**src/rtl/ps2_pkg.sv**
```systemverilog
// Shared definitions for the PS/2 host core: controller states, frame length
// and the odd-parity helper used on both the receive and transmit paths.
package ps2_pkg;

    typedef enum logic [2:0] {
        ST_IDLE,
        ST_RX,
        ST_TX_INHIBIT,
        ST_TX_REQ,
        ST_TX_BITS,
        ST_TX_ACK,
        ST_TX_WAIT
    } state_e;

    localparam int FRAME_BITS = 11;

    // Parity bit that makes the data byte plus parity contain an odd number of ones.
    function automatic logic odd_parity(input logic [7:0] data);
        return ~^data;
    endfunction

endpackage

```
**src/rtl/ps2_line_filter.sv**
```systemverilog
// Synchroniser plus stability counter for one open-collector PS/2 line.
// The filtered level only follows the pin after it has held a new value for FILTER_LEN cycles.
module ps2_line_filter #(
    parameter int SYNC_STAGES = 2,
    parameter int FILTER_LEN  = 4
) (
    input  logic clk,
    input  logic reset_n,
    input  logic line_i,
    output logic level_o
);

    localparam int CNT_W = $clog2(FILTER_LEN + 1);

    logic [SYNC_STAGES-1:0] sync_q;
    logic [CNT_W-1:0]       cnt_q;
    logic                   level_q;
    logic                   synced;

    assign synced  = sync_q[SYNC_STAGES-1];
    assign level_o = level_q;

    // Idle bus is high, so the chain and the filtered level start at 1.
    always_ff @(posedge clk) begin
        if (!reset_n) begin
            sync_q  <= '1;
            cnt_q   <= '0;
            level_q <= 1'b1;
        end else begin
            sync_q <= {sync_q[SYNC_STAGES-2:0], line_i};
            if (synced == level_q) begin
                cnt_q <= '0;
            end else if (cnt_q == CNT_W'(FILTER_LEN - 1)) begin
                level_q <= synced;
                cnt_q   <= '0;
            end else begin
                cnt_q <= cnt_q + 1'b1;
            end
        end
    end

endmodule

```
**src/rtl/ps2_host_core.sv**
```systemverilog
// PS/2 host line engine: receives device frames into a show-ahead FIFO and sends
// host commands with the inhibit/request-to-send handshake, guarded by a watchdog.
module ps2_host_core
    import ps2_pkg::*;
#(
    parameter int SYNC_STAGES    = 2,
    parameter int FILTER_LEN     = 4,
    parameter int RX_FIFO_DEPTH  = 4,
    parameter int INHIBIT_CYCLES = 5000,
    parameter int TIMEOUT_CYCLES = 100000
) (
    input  logic       clk,
    input  logic       reset_n,
    input  logic       ps2_clk_i,
    input  logic       ps2_data_i,
    output logic       ps2_clk_oe,
    output logic       ps2_data_oe,
    output logic [7:0] rx_data,
    output logic       rx_valid,
    input  logic       rx_ready,
    output logic       rx_err_parity,
    output logic       rx_err_frame,
    output logic       rx_overflow,
    input  logic [7:0] tx_data,
    input  logic       tx_valid,
    output logic       tx_ready,
    output logic       tx_done,
    output logic       tx_err,
    output logic       busy
);

    localparam int TIMER_MAX = (INHIBIT_CYCLES > TIMEOUT_CYCLES) ? INHIBIT_CYCLES : TIMEOUT_CYCLES;
    localparam int TIMER_W   = $clog2(TIMER_MAX + 1);
    localparam int PTR_W     = $clog2(RX_FIFO_DEPTH);
    localparam int CNT_W     = PTR_W + 1;

    logic clk_lvl, data_lvl, clk_prev_q, clk_fall;

    ps2_line_filter #(.SYNC_STAGES(SYNC_STAGES), .FILTER_LEN(FILTER_LEN)) u_clk_filter (
        .clk     (clk),
        .reset_n (reset_n),
        .line_i  (ps2_clk_i),
        .level_o (clk_lvl)
    );

    ps2_line_filter #(.SYNC_STAGES(SYNC_STAGES), .FILTER_LEN(FILTER_LEN)) u_data_filter (
        .clk     (clk),
        .reset_n (reset_n),
        .line_i  (ps2_data_i),
        .level_o (data_lvl)
    );

    assign clk_fall = clk_prev_q & ~clk_lvl;

    state_e               state_q, state_d;
    logic [3:0]           bitcnt_q, bitcnt_d;
    logic [TIMER_W-1:0]   timer_q, timer_d;
    logic [8:0]           rx_shift_q, rx_shift_d;
    logic [9:0]           tx_frame_q, tx_frame_d;
    logic                 ack_err_q, ack_err_d;
    logic                 clk_oe_q, clk_oe_d, data_oe_q, data_oe_d;
    logic                 perr_q, perr_d, ferr_q, ferr_d, done_q, done_d, txerr_q, txerr_d;
    logic                 ovf_q, tx_ready_q, busy_q;
    logic                 push_req, wd_active, timeout;

    logic [7:0]           fifo_mem_q [RX_FIFO_DEPTH];
    logic [PTR_W-1:0]     wr_ptr_q, rd_ptr_q;
    logic [CNT_W-1:0]     count_q;
    logic                 fifo_full, push, pop;

    assign fifo_full = (count_q == CNT_W'(RX_FIFO_DEPTH));
    assign pop       = rx_ready && (count_q != '0);
    assign push      = push_req && (!fifo_full || pop);

    // Next-state logic; the watchdog overrides whatever the active state decided.
    always_comb begin
        state_d    = state_q;
        bitcnt_d   = bitcnt_q;
        rx_shift_d = rx_shift_q;
        tx_frame_d = tx_frame_q;
        ack_err_d  = ack_err_q;
        clk_oe_d   = clk_oe_q;
        data_oe_d  = data_oe_q;
        perr_d     = 1'b0;
        ferr_d     = 1'b0;
        done_d     = 1'b0;
        txerr_d    = 1'b0;
        push_req   = 1'b0;

        wd_active = (state_q != ST_IDLE) && (state_q != ST_TX_INHIBIT);
        timer_d   = '0;
        if (state_q == ST_TX_INHIBIT || (wd_active && !clk_fall)) begin
            timer_d = timer_q + 1'b1;
        end
        timeout = wd_active && !clk_fall && (timer_q == TIMER_W'(TIMEOUT_CYCLES - 1));

        case (state_q)
            ST_IDLE: begin
                clk_oe_d  = 1'b0;
                data_oe_d = 1'b0;
                if (tx_valid) begin
                    tx_frame_d = {1'b1, odd_parity(tx_data), tx_data};
                    clk_oe_d   = 1'b1;
                    state_d    = ST_TX_INHIBIT;
                end else if (clk_fall) begin
                    if (!data_lvl) begin
                        bitcnt_d = 4'd1;
                        state_d  = ST_RX;
                    end else begin
                        ferr_d = 1'b1;
                    end
                end
            end
            ST_RX: begin
                if (clk_fall) begin
                    if (bitcnt_q == 4'(FRAME_BITS - 1)) begin
                        state_d = ST_IDLE;
                        if (!data_lvl) begin
                            ferr_d = 1'b1;
                        end else if (rx_shift_q[8] != odd_parity(rx_shift_q[7:0])) begin
                            perr_d = 1'b1;
                        end else begin
                            push_req = 1'b1;
                        end
                    end else begin
                        rx_shift_d = {data_lvl, rx_shift_q[8:1]};
                        bitcnt_d   = bitcnt_q + 4'd1;
                    end
                end
            end
            ST_TX_INHIBIT: begin
                if (timer_q == TIMER_W'(INHIBIT_CYCLES - 1)) begin
                    clk_oe_d  = 1'b0;
                    data_oe_d = 1'b1;
                    timer_d   = '0;
                    state_d   = ST_TX_REQ;
                end
            end
            ST_TX_REQ: begin
                if (clk_fall) begin
                    data_oe_d  = ~tx_frame_q[0];
                    tx_frame_d = {1'b1, tx_frame_q[9:1]};
                    bitcnt_d   = 4'd1;
                    state_d    = ST_TX_BITS;
                end
            end
            ST_TX_BITS: begin
                // The edge that puts the released stop bit on the line is the last one before the ack.
                if (clk_fall) begin
                    data_oe_d  = ~tx_frame_q[0];
                    tx_frame_d = {1'b1, tx_frame_q[9:1]};
                    bitcnt_d   = bitcnt_q + 4'd1;
                    if (bitcnt_q == 4'(FRAME_BITS - 2)) begin
                        state_d = ST_TX_ACK;
                    end
                end
            end
            ST_TX_ACK: begin
                if (clk_fall) begin
                    ack_err_d = data_lvl;
                    state_d   = ST_TX_WAIT;
                end
            end
            ST_TX_WAIT: begin
                if (clk_lvl && data_lvl) begin
                    done_d  = 1'b1;
                    txerr_d = ack_err_q;
                    state_d = ST_IDLE;
                end
            end
            default: state_d = ST_IDLE;
        endcase

        if (timeout) begin
            clk_oe_d  = 1'b0;
            data_oe_d = 1'b0;
            state_d   = ST_IDLE;
            push_req  = 1'b0;
            if (state_q == ST_RX) begin
                ferr_d = 1'b1;
            end else begin
                done_d  = 1'b1;
                txerr_d = 1'b1;
            end
        end
    end

    always_ff @(posedge clk) begin
        if (!reset_n) begin
            state_q    <= ST_IDLE;
            bitcnt_q   <= '0;
            timer_q    <= '0;
            rx_shift_q <= '0;
            tx_frame_q <= '0;
            ack_err_q  <= 1'b0;
            clk_oe_q   <= 1'b0;
            data_oe_q  <= 1'b0;
            perr_q     <= 1'b0;
            ferr_q     <= 1'b0;
            done_q     <= 1'b0;
            txerr_q    <= 1'b0;
            ovf_q      <= 1'b0;
            tx_ready_q <= 1'b1;
            busy_q     <= 1'b0;
            clk_prev_q <= 1'b1;
        end else begin
            state_q    <= state_d;
            bitcnt_q   <= bitcnt_d;
            timer_q    <= timer_d;
            rx_shift_q <= rx_shift_d;
            tx_frame_q <= tx_frame_d;
            ack_err_q  <= ack_err_d;
            clk_oe_q   <= clk_oe_d;
            data_oe_q  <= data_oe_d;
            perr_q     <= perr_d;
            ferr_q     <= ferr_d;
            done_q     <= done_d;
            txerr_q    <= txerr_d;
            ovf_q      <= push_req && fifo_full && !pop;
            tx_ready_q <= (state_d == ST_IDLE);
            busy_q     <= (state_d != ST_IDLE);
            clk_prev_q <= clk_lvl;
        end
    end

    // Show-ahead FIFO: a pop and a push on a full FIFO in the same cycle both succeed.
    always_ff @(posedge clk) begin
        if (!reset_n) begin
            for (int i = 0; i < RX_FIFO_DEPTH; i++) begin
                fifo_mem_q[i] <= '0;
            end
            wr_ptr_q <= '0;
            rd_ptr_q <= '0;
            count_q  <= '0;
        end else begin
            if (push) begin
                fifo_mem_q[wr_ptr_q] <= rx_shift_q[7:0];
                wr_ptr_q             <= wr_ptr_q + 1'b1;
            end
            if (pop) begin
                rd_ptr_q <= rd_ptr_q + 1'b1;
            end
            case ({push, pop})
                2'b10:   count_q <= count_q + 1'b1;
                2'b01:   count_q <= count_q - 1'b1;
                default: count_q <= count_q;
            endcase
        end
    end

    assign ps2_clk_oe    = clk_oe_q;
    assign ps2_data_oe   = data_oe_q;
    assign rx_data       = fifo_mem_q[rd_ptr_q];
    assign rx_valid      = (count_q != '0);
    assign rx_err_parity = perr_q;
    assign rx_err_frame  = ferr_q;
    assign rx_overflow   = ovf_q;
    assign tx_ready      = tx_ready_q;
    assign tx_done       = done_q;
    assign tx_err        = txerr_q;
    assign busy          = busy_q;

endmodule
```
**config.mk**
```make
export PLATFORM = sky130hd
export DESIGN_NAME = ps2_host_core
export DESIGN_NICKNAME = d
export VERILOG_FILES = /design/src/rtl/ps2_pkg.sv /design/src/rtl/ps2_line_filter.sv /design/src/rtl/ps2_host_core.sv
export SDC_FILE = /design/constraint.sdc
export NUM_CORES = 1
export LEC_CHECK = 0
export CORE_AREA = 2 2 170 105
export DETAILED_ROUTE_END_ITERATION = 16
export DIE_AREA = 0 0 172 107
export SYNTH_ARGS = -nofsm -noshare
export SYNTH_HDL_FRONTEND = slang
export SYNTH_SLANG_ARGS = --single-unit
```
**constraint.sdc**
```tcl
create_clock -name clk -period 2.42 [get_ports clk]
set_input_delay 0.484 -clock clk [delete_from_list [all_inputs] [get_ports clk]]
set_output_delay 0.484 -clock clk [all_outputs]
set_load 0.02 [all_outputs]
```
# After elaboration in Yosys (flattened, before gate mapping)

Memories as Yosys holds them, arrays and structs flattened. A register that Yosys moved wholly into a read port is not among the register bits.
Cells that the tools add are included.

Register bits after elaboration: 73
Memory bits (writable): 32
Input bits: 14
Output and inout bits: 18
Word-level logic and storage cells: 176
Memories: 1

Memory list:

| memory     | depth | bits a word | rd ports | clocked after Yosys merged registers in | wr ports | line                | source |
|---|---|---|---|---|---|---|---|
| fifo_mem_q | 4     | 8           | 1        | 1                                       | 4        | ps2_host_core.sv:66 | `logic [7:0] fifo_mem_q [RX_FIFO_DEPTH];` |

Add/subtract/negate cells: 8
Equal/unequal tests: 29
Multiplexer cells: 67
Bitwise gates (word level): 7
Reductions and logical operators: 39

Operator list:

| operator                                                          | number |
|---|---|
| 17-bit 2-to-1 mux                                                 | 3 |
| 3-bit 2-to-1 mux                                                  | 12 |
| 1-bit 2-to-1 mux                                                  | 32 |
| 4-bit 2-to-1 mux                                                  | 7 |
| 3-bit case mux with 7 select lines                                | 1 |
| 10-bit 2-to-1 mux                                                 | 2 |
| 10-bit case mux with 2 select lines                               | 1 |
| 17-bit by 1-bit adder with 17-bit output, second input constant   | 1 |
| 17-bit by 13-bit == test with 1-bit output, second input constant | 1 |
| 17-bit == test, second input constant                             | 1 |
| 2-bit != test, second input constant                              | 8 |
| 4-bit case mux with 4 select lines                                | 1 |
| 8-bit XNOR reduction                                              | 2 |
| 3-bit by 2-bit == test with 1-bit output, second input constant   | 4 |
| 3-bit == test, second input constant                              | 4 |
| 3-bit nonzero test                                                | 4 |
| 3-bit by 1-bit adder with 3-bit output, second input constant     | 3 |
| 3-bit AND reduction                                               | 3 |
| 4-bit == test, second input constant                              | 2 |
| 1-bit logical AND                                                 | 8 |
| 8-bit 2-to-1 mux                                                  | 1 |
| 2-bit AND reduction                                               | 4 |
| 8-bit AND reduction                                               | 1 |
| 8-bit OR reduction                                                | 1 |
| 24 further kinds                                                  | 43 |

# Depth between registers and ports, before layout

Depth in word-level cells: 14
Gate-level depth with buffers: 10
Gate-level depth less buffers: 10

# By module

From an unflattened synthesis, not the netlist that was laid out.

Cell total of the unflattened synthesis: 470
Area total of the unflattened synthesis: 4,941.0 µm²

Modules (own cells, without submodules):

| module          | times used | cells each | area each (µm²) | sequential area each (µm²) |
|---|---|---|---|---|
| ps2_host_core   | 1          | 436        | 4,513.1         | 2,222.1 |
| ps2_line_filter | 2          | 17         | 214.0           | 120.1 |

# Least setup slack after synthesis

OpenSTA, ideal clock, no wires.

Path kind: flip-flop to flip-flop
Start point: register state_q[1]
End point: memory fifo_mem_q[1][0], enable pin
Setup time: 0.384 ns
Arrival time: 2.107 ns
Required time: 2.036 ns
Slack: -0.071 ns
Stages on the path, launching flop included: 7
Path buffers: 1
Period minus slack after synthesis: 2.491 ns
Path through: dfxtp_1 -> buf_2 -> or4bb_1 -> nor4_4 -> mux2_4 -> nand2_1 -> o21ai_0

RTL lines:

| item                     | line                 | source |
|---|---|---|
| start: declaration       | ps2_host_core.sv:55  | `state_e state_q, state_d;` |
| start signal: assignment | ps2_host_core.sv:207 | `state_q <= state_d;` |
| end: declaration         | ps2_host_core.sv:66  |  |

# Worst setup path in the final report

Start point: register rx_shift_q[4]
End point: register count_q[2]

Word-level cells in the longest chain between the ends: 11
Elaborated cells between the ends (all ways): 13
Those cells by class: eq/ne: 3; mux: 7; reduce/logical: 3

RTL lines:

| item                                                                      | line                 | source |
|---|---|---|
| start: declaration                                                        | ps2_host_core.sv:58  | `logic [8:0] rx_shift_q, rx_shift_d;` |
| start signal: assignment                                                  | ps2_host_core.sv:210 | `rx_shift_q <= rx_shift_d;` |
| 8-bit XNOR reduction (*)                                                  | ps2_pkg.sv:19        | `return ~^data;` |
| 1-bit != test (*)                                                         | ps2_host_core.sv:120 | `end else if (rx_shift_q[8] != odd_parity(rx_shift_q[7:0])) begin` |
| 1-bit 2-to-1 mux (*)                                                      | ps2_host_core.sv:120 |  |
| 1-bit 2-to-1 mux (*)                                                      | ps2_host_core.sv:118 | `if (!data_lvl) begin` |
| 1-bit 2-to-1 mux (*)                                                      | ps2_host_core.sv:116 | `if (bitcnt_q == 4'(FRAME_BITS - 1)) begin` |
| 1-bit 2-to-1 mux (*)                                                      | ps2_host_core.sv:115 | `if (clk_fall) begin` |
| 1-bit 2-to-1 mux (*)                                                      | ps2_host_core.sv:97  | `case (state_q)` |
| 1-bit 2-to-1 mux (*)                                                      | ps2_host_core.sv:174 | `if (timeout) begin` |
| 1-bit logical AND (*)                                                     | ps2_host_core.sv:73  | `assign push = push_req && (!fifo_full \|\| pop);` |
| 2-bit by 1-bit == test with 1-bit output or 2-bit == test (tied branches) | ps2_host_core.sv:243 | `case ({push, pop})` |
| 3-bit case mux with 2 select lines or 2-bit nonzero test (tied branches)  | -                    |  |
| end signal: assignment                                                    | ps2_host_core.sv:244 | `2'b10: count_q <= count_q + 1'b1;` |
| end signal: assignment                                                    | ps2_host_core.sv:245 | `2'b01: count_q <= count_q - 1'b1;` |
| end signal: assignment                                                    | ps2_host_core.sv:246 | `default: count_q <= count_q;` |
| end: declaration                                                          | ps2_host_core.sv:68  | `logic [CNT_W-1:0] count_q;` |

Mark *: on every way between the ends. The rest lies on a longest branch, timed or not.
A chain may end at the register's enable or synchronous reset.

==> results_dict.tcl <==
set metrics [dict create \
    hold_path_depth 1 \
    layout.nets 556 \
    p_switching_mw 0.869 \
    rsz0062_at_grt "true" \
    setup_total_negative_slack_ns 0 \
    netlist.area_leader.share 0.301 \
    die_h_um 107 \
    drt_iter0_markers 384 \
    io_pins 32 \
    irDropWorstVdd_v 0.000281 \
    swShare 0.242 \
    cts_tree "done" \
    core_area_mm2 0.0169 \
    diodes 0 \
    min_path_type "reg2reg" \
    synth.most_common_cell "dfxtp_1" \
    yosysSeqAreaShare 0.493 \
    yosysUniqueCellTypes 56 \
    dp_hpwl_um 7730 \
    synthCells 480 \
    overflow 0 \
    rr_worst_depth 8 \
    fin_cells 772 \
    max_slew_margin 0.501 \
    finalSetupViolCount 0 \
    synthTopCellsByArea "dfxtp_1, edfxtp_1, mux2i_1" \
    fillers 1692 \
    synth_area_per_cell_um2 10.4 \
    initial_core_util 0.296 \
    syn_nets 503 \
    p_comb_frac 0.059 \
    routed-via-count 3621 \
    syn_to_final_growth_pct 21.5 \
    clock_path_buffers 2 \
    cp_max_fo 4 \
    die-area_mm2 0.0184 \
    hold_violations 0 \
    clkPwrFrac 0.408 \
    cts_root_buf "clkbuf_16" \
    fin_crit_ns 2.36 \
    power.leakage_nw 2.34 \
    p_int_mw 2.72 \
    fin_skew_ns 0.0157 \
    drc 0 \
    cts_hold_buf 0 \
    track_usage 0.124 \
    vias_per_cell 4.69 \
    grt_pass1_vias 3470 \
    synth_area_mm2 0.00499 \
    path_clk_slew_ns 0.08 \
    cp_data_arrival_time_ns 2.64 \
    period_share 0.974 \
    slew_viol_final 0 \
    clock.fmax_mhz 424 \
    num_rows 37 \
    async_flop_share 0 \
    seq_power_share 0.533 \
    clk_latency_ns 0.35 \
    wire_per_inst_um 13.9 \
    synth_area_leader_cell "dfxtp_1" \
    synth_edf_count 32 \
    crit_type "reg2reg" \
    grt_pass1_wl_um 17800 \
    required_ns 2.70 \
    grt_max_degree 28 \
    cts-htree-levels 3 \
    ys_warn_count 0 \
    routed_wl_um 10700 \
    status "finished, final reports clean" \
    synth_seq_cells 107 \
    gp_congestion 0.809 \
    startpoint_type "flop" \
    pwr_density_cell_mw_per_mm2 592 \
    antenna_found_initial 0 \
    cts.sinks 107 \
    ys_dominant_reg_cell "dfxtp_1" \
    firstDrtPassIters 5 \
    numCtsBuffers 9 \
    drv_cap 0 \
    endpoint_kind "flop" \
    worstMarginPinSlew_ns 0.748 \
    die_x_um 172 \
    antenna_left 0 \
    io_buffers 31 \
    yosys-top-cells-count "dfxtp_1, nor2_1, edfxtp_1" \
    drive_gt1_frac 0.138 \
    dp_cells 753 \
]
## cell type report
type | count | area (um^2) | share of cell area
clock buffers | 9 | 225 | 0.0371
clock inverters | 7 | 80.1 | 0.0132
inverters | 15 | 56.3 | 0.00929
flip-flops and latches | 107 | 2460 | 0.406
well taps | 234 | 293 | 0.0483
repair buffers | 65 | 556 | 0.0916
multi-input cells | 335 | 2390 | 0.394
## stage by stage
step	hold slack, ns	worst slack, ns	utilization	total power, mW	area (um^2)
6_report	0.411	0.0628	0.360	3.59	6060
5_1_grt	0.435	-0.0689	0.360	3.73	6060
4_1_cts	0.411	0.0266	0.358	3.63	6030
3_5_place_dp	0.397	0.0258	0.340	2.17	5730
3_3_place_gp	0.396	0.0826	0.340	2.17	5730
2_1_floorplan	0.386	-0.0713	-	2.08	4990
## state kept, by name (all words and copies together), names as in the netlist, 2 cells and up, named ones only
signal	flops
fifo_mem_q	32
timer_q	17
tx_frame_q	10
rx_shift_q	9
bitcnt_q	4
count_q	3
state_q	3
u_clk_filter.cnt_q	3
u_data_filter.cnt_q	3
rd_ptr_q	2
u_clk_filter.sync_q	2
u_data_filter.sync_q	2
wr_ptr_q	2
## critical path: stages (launching register included)
cell and delay [ns]:
dfxtp_1 0.33, xnor2_1 0.18, xnor3_2 0.53, mux2i_4 0.26, nand2_1 0.10, fa_1 0.38, and3_1 0.17, mux2i_1 0.15
mux2i_1 0.19
## timing repair
action | CTS | global route
endpoints found under the setup margin | 8 | 20
resized for setup | 8 | 3
setup buffers | 0 | 3
pin swaps | 0 | 2
## power by group through the flow
stage | clock network [mW] | logic [mW] | registers [mW]
after floorplan | 0 | 0.127 | 1.95
after global placement | 0 | 0.212 | 1.95
after detailed placement | 0 | 0.216 | 1.96
after CTS | 1.50 | 0.211 | 1.92
after global routing | 1.57 | 0.236 | 1.92
final | 1.47 | 0.212 | 1.91
## placed cells by master (no fill, tap or decap), drive strengths merged, types with 8 or more instances in the layout
master         count
a211oi            10
a21oi             12
and2              26
and3              17
buf               34
clkbuf             9
clkdlybuf4s50     23
dfxtp             75
dlygate4sd2        8
edfxtp            32
ha                 8
inv               17
mux2i             28
mux4               8
nand2             22
nand2b            11
nand3             17
nor2              67
nor3               8
o21ai             17
xnor2             21
xor2              10
## logic make-up after synthesis
logic type | count (synthesis) | synth area share
buf+inv | 38 | 0.0298
xor+xnor | 33 | 0.0639
simple gates | 203 | 0.224
fa+ha+maj | 10 | 0.0261
compound gates | 52 | 0.0647
flops | 107 | 0.493
mux | 37 | 0.0978
## worst paths after layout
path | from | end | slack, ns
worst max-delay path | rx_shift_q[4] | count_q[2] | 0.06
worst min-delay path | u_clk_filter.sync_q[0] | u_clk_filter.sync_q[1] | 0.41
worst max register to register | rx_shift_q[4] | count_q[2] | 0.06
worst min register to register | u_clk_filter.sync_q[0] | u_clk_filter.sync_q[1] | 0.41
## routing by layer
| metal | vias to the layer above | track usage | routed length (um) |
|---|---|---|---|
| met5 | - | 0 | 0 |
| met4 | 0 | 0.0306 | 108 |
| met3 | 12 | 0.0303 | 489 |
| met2 | 85 | 0.176 | 4440 |
| met1 | 1723 | 0.187 | 5660 |
| li1 | 1801 | - | - |
No activity file was read; power rests on OpenSTA's default activity.
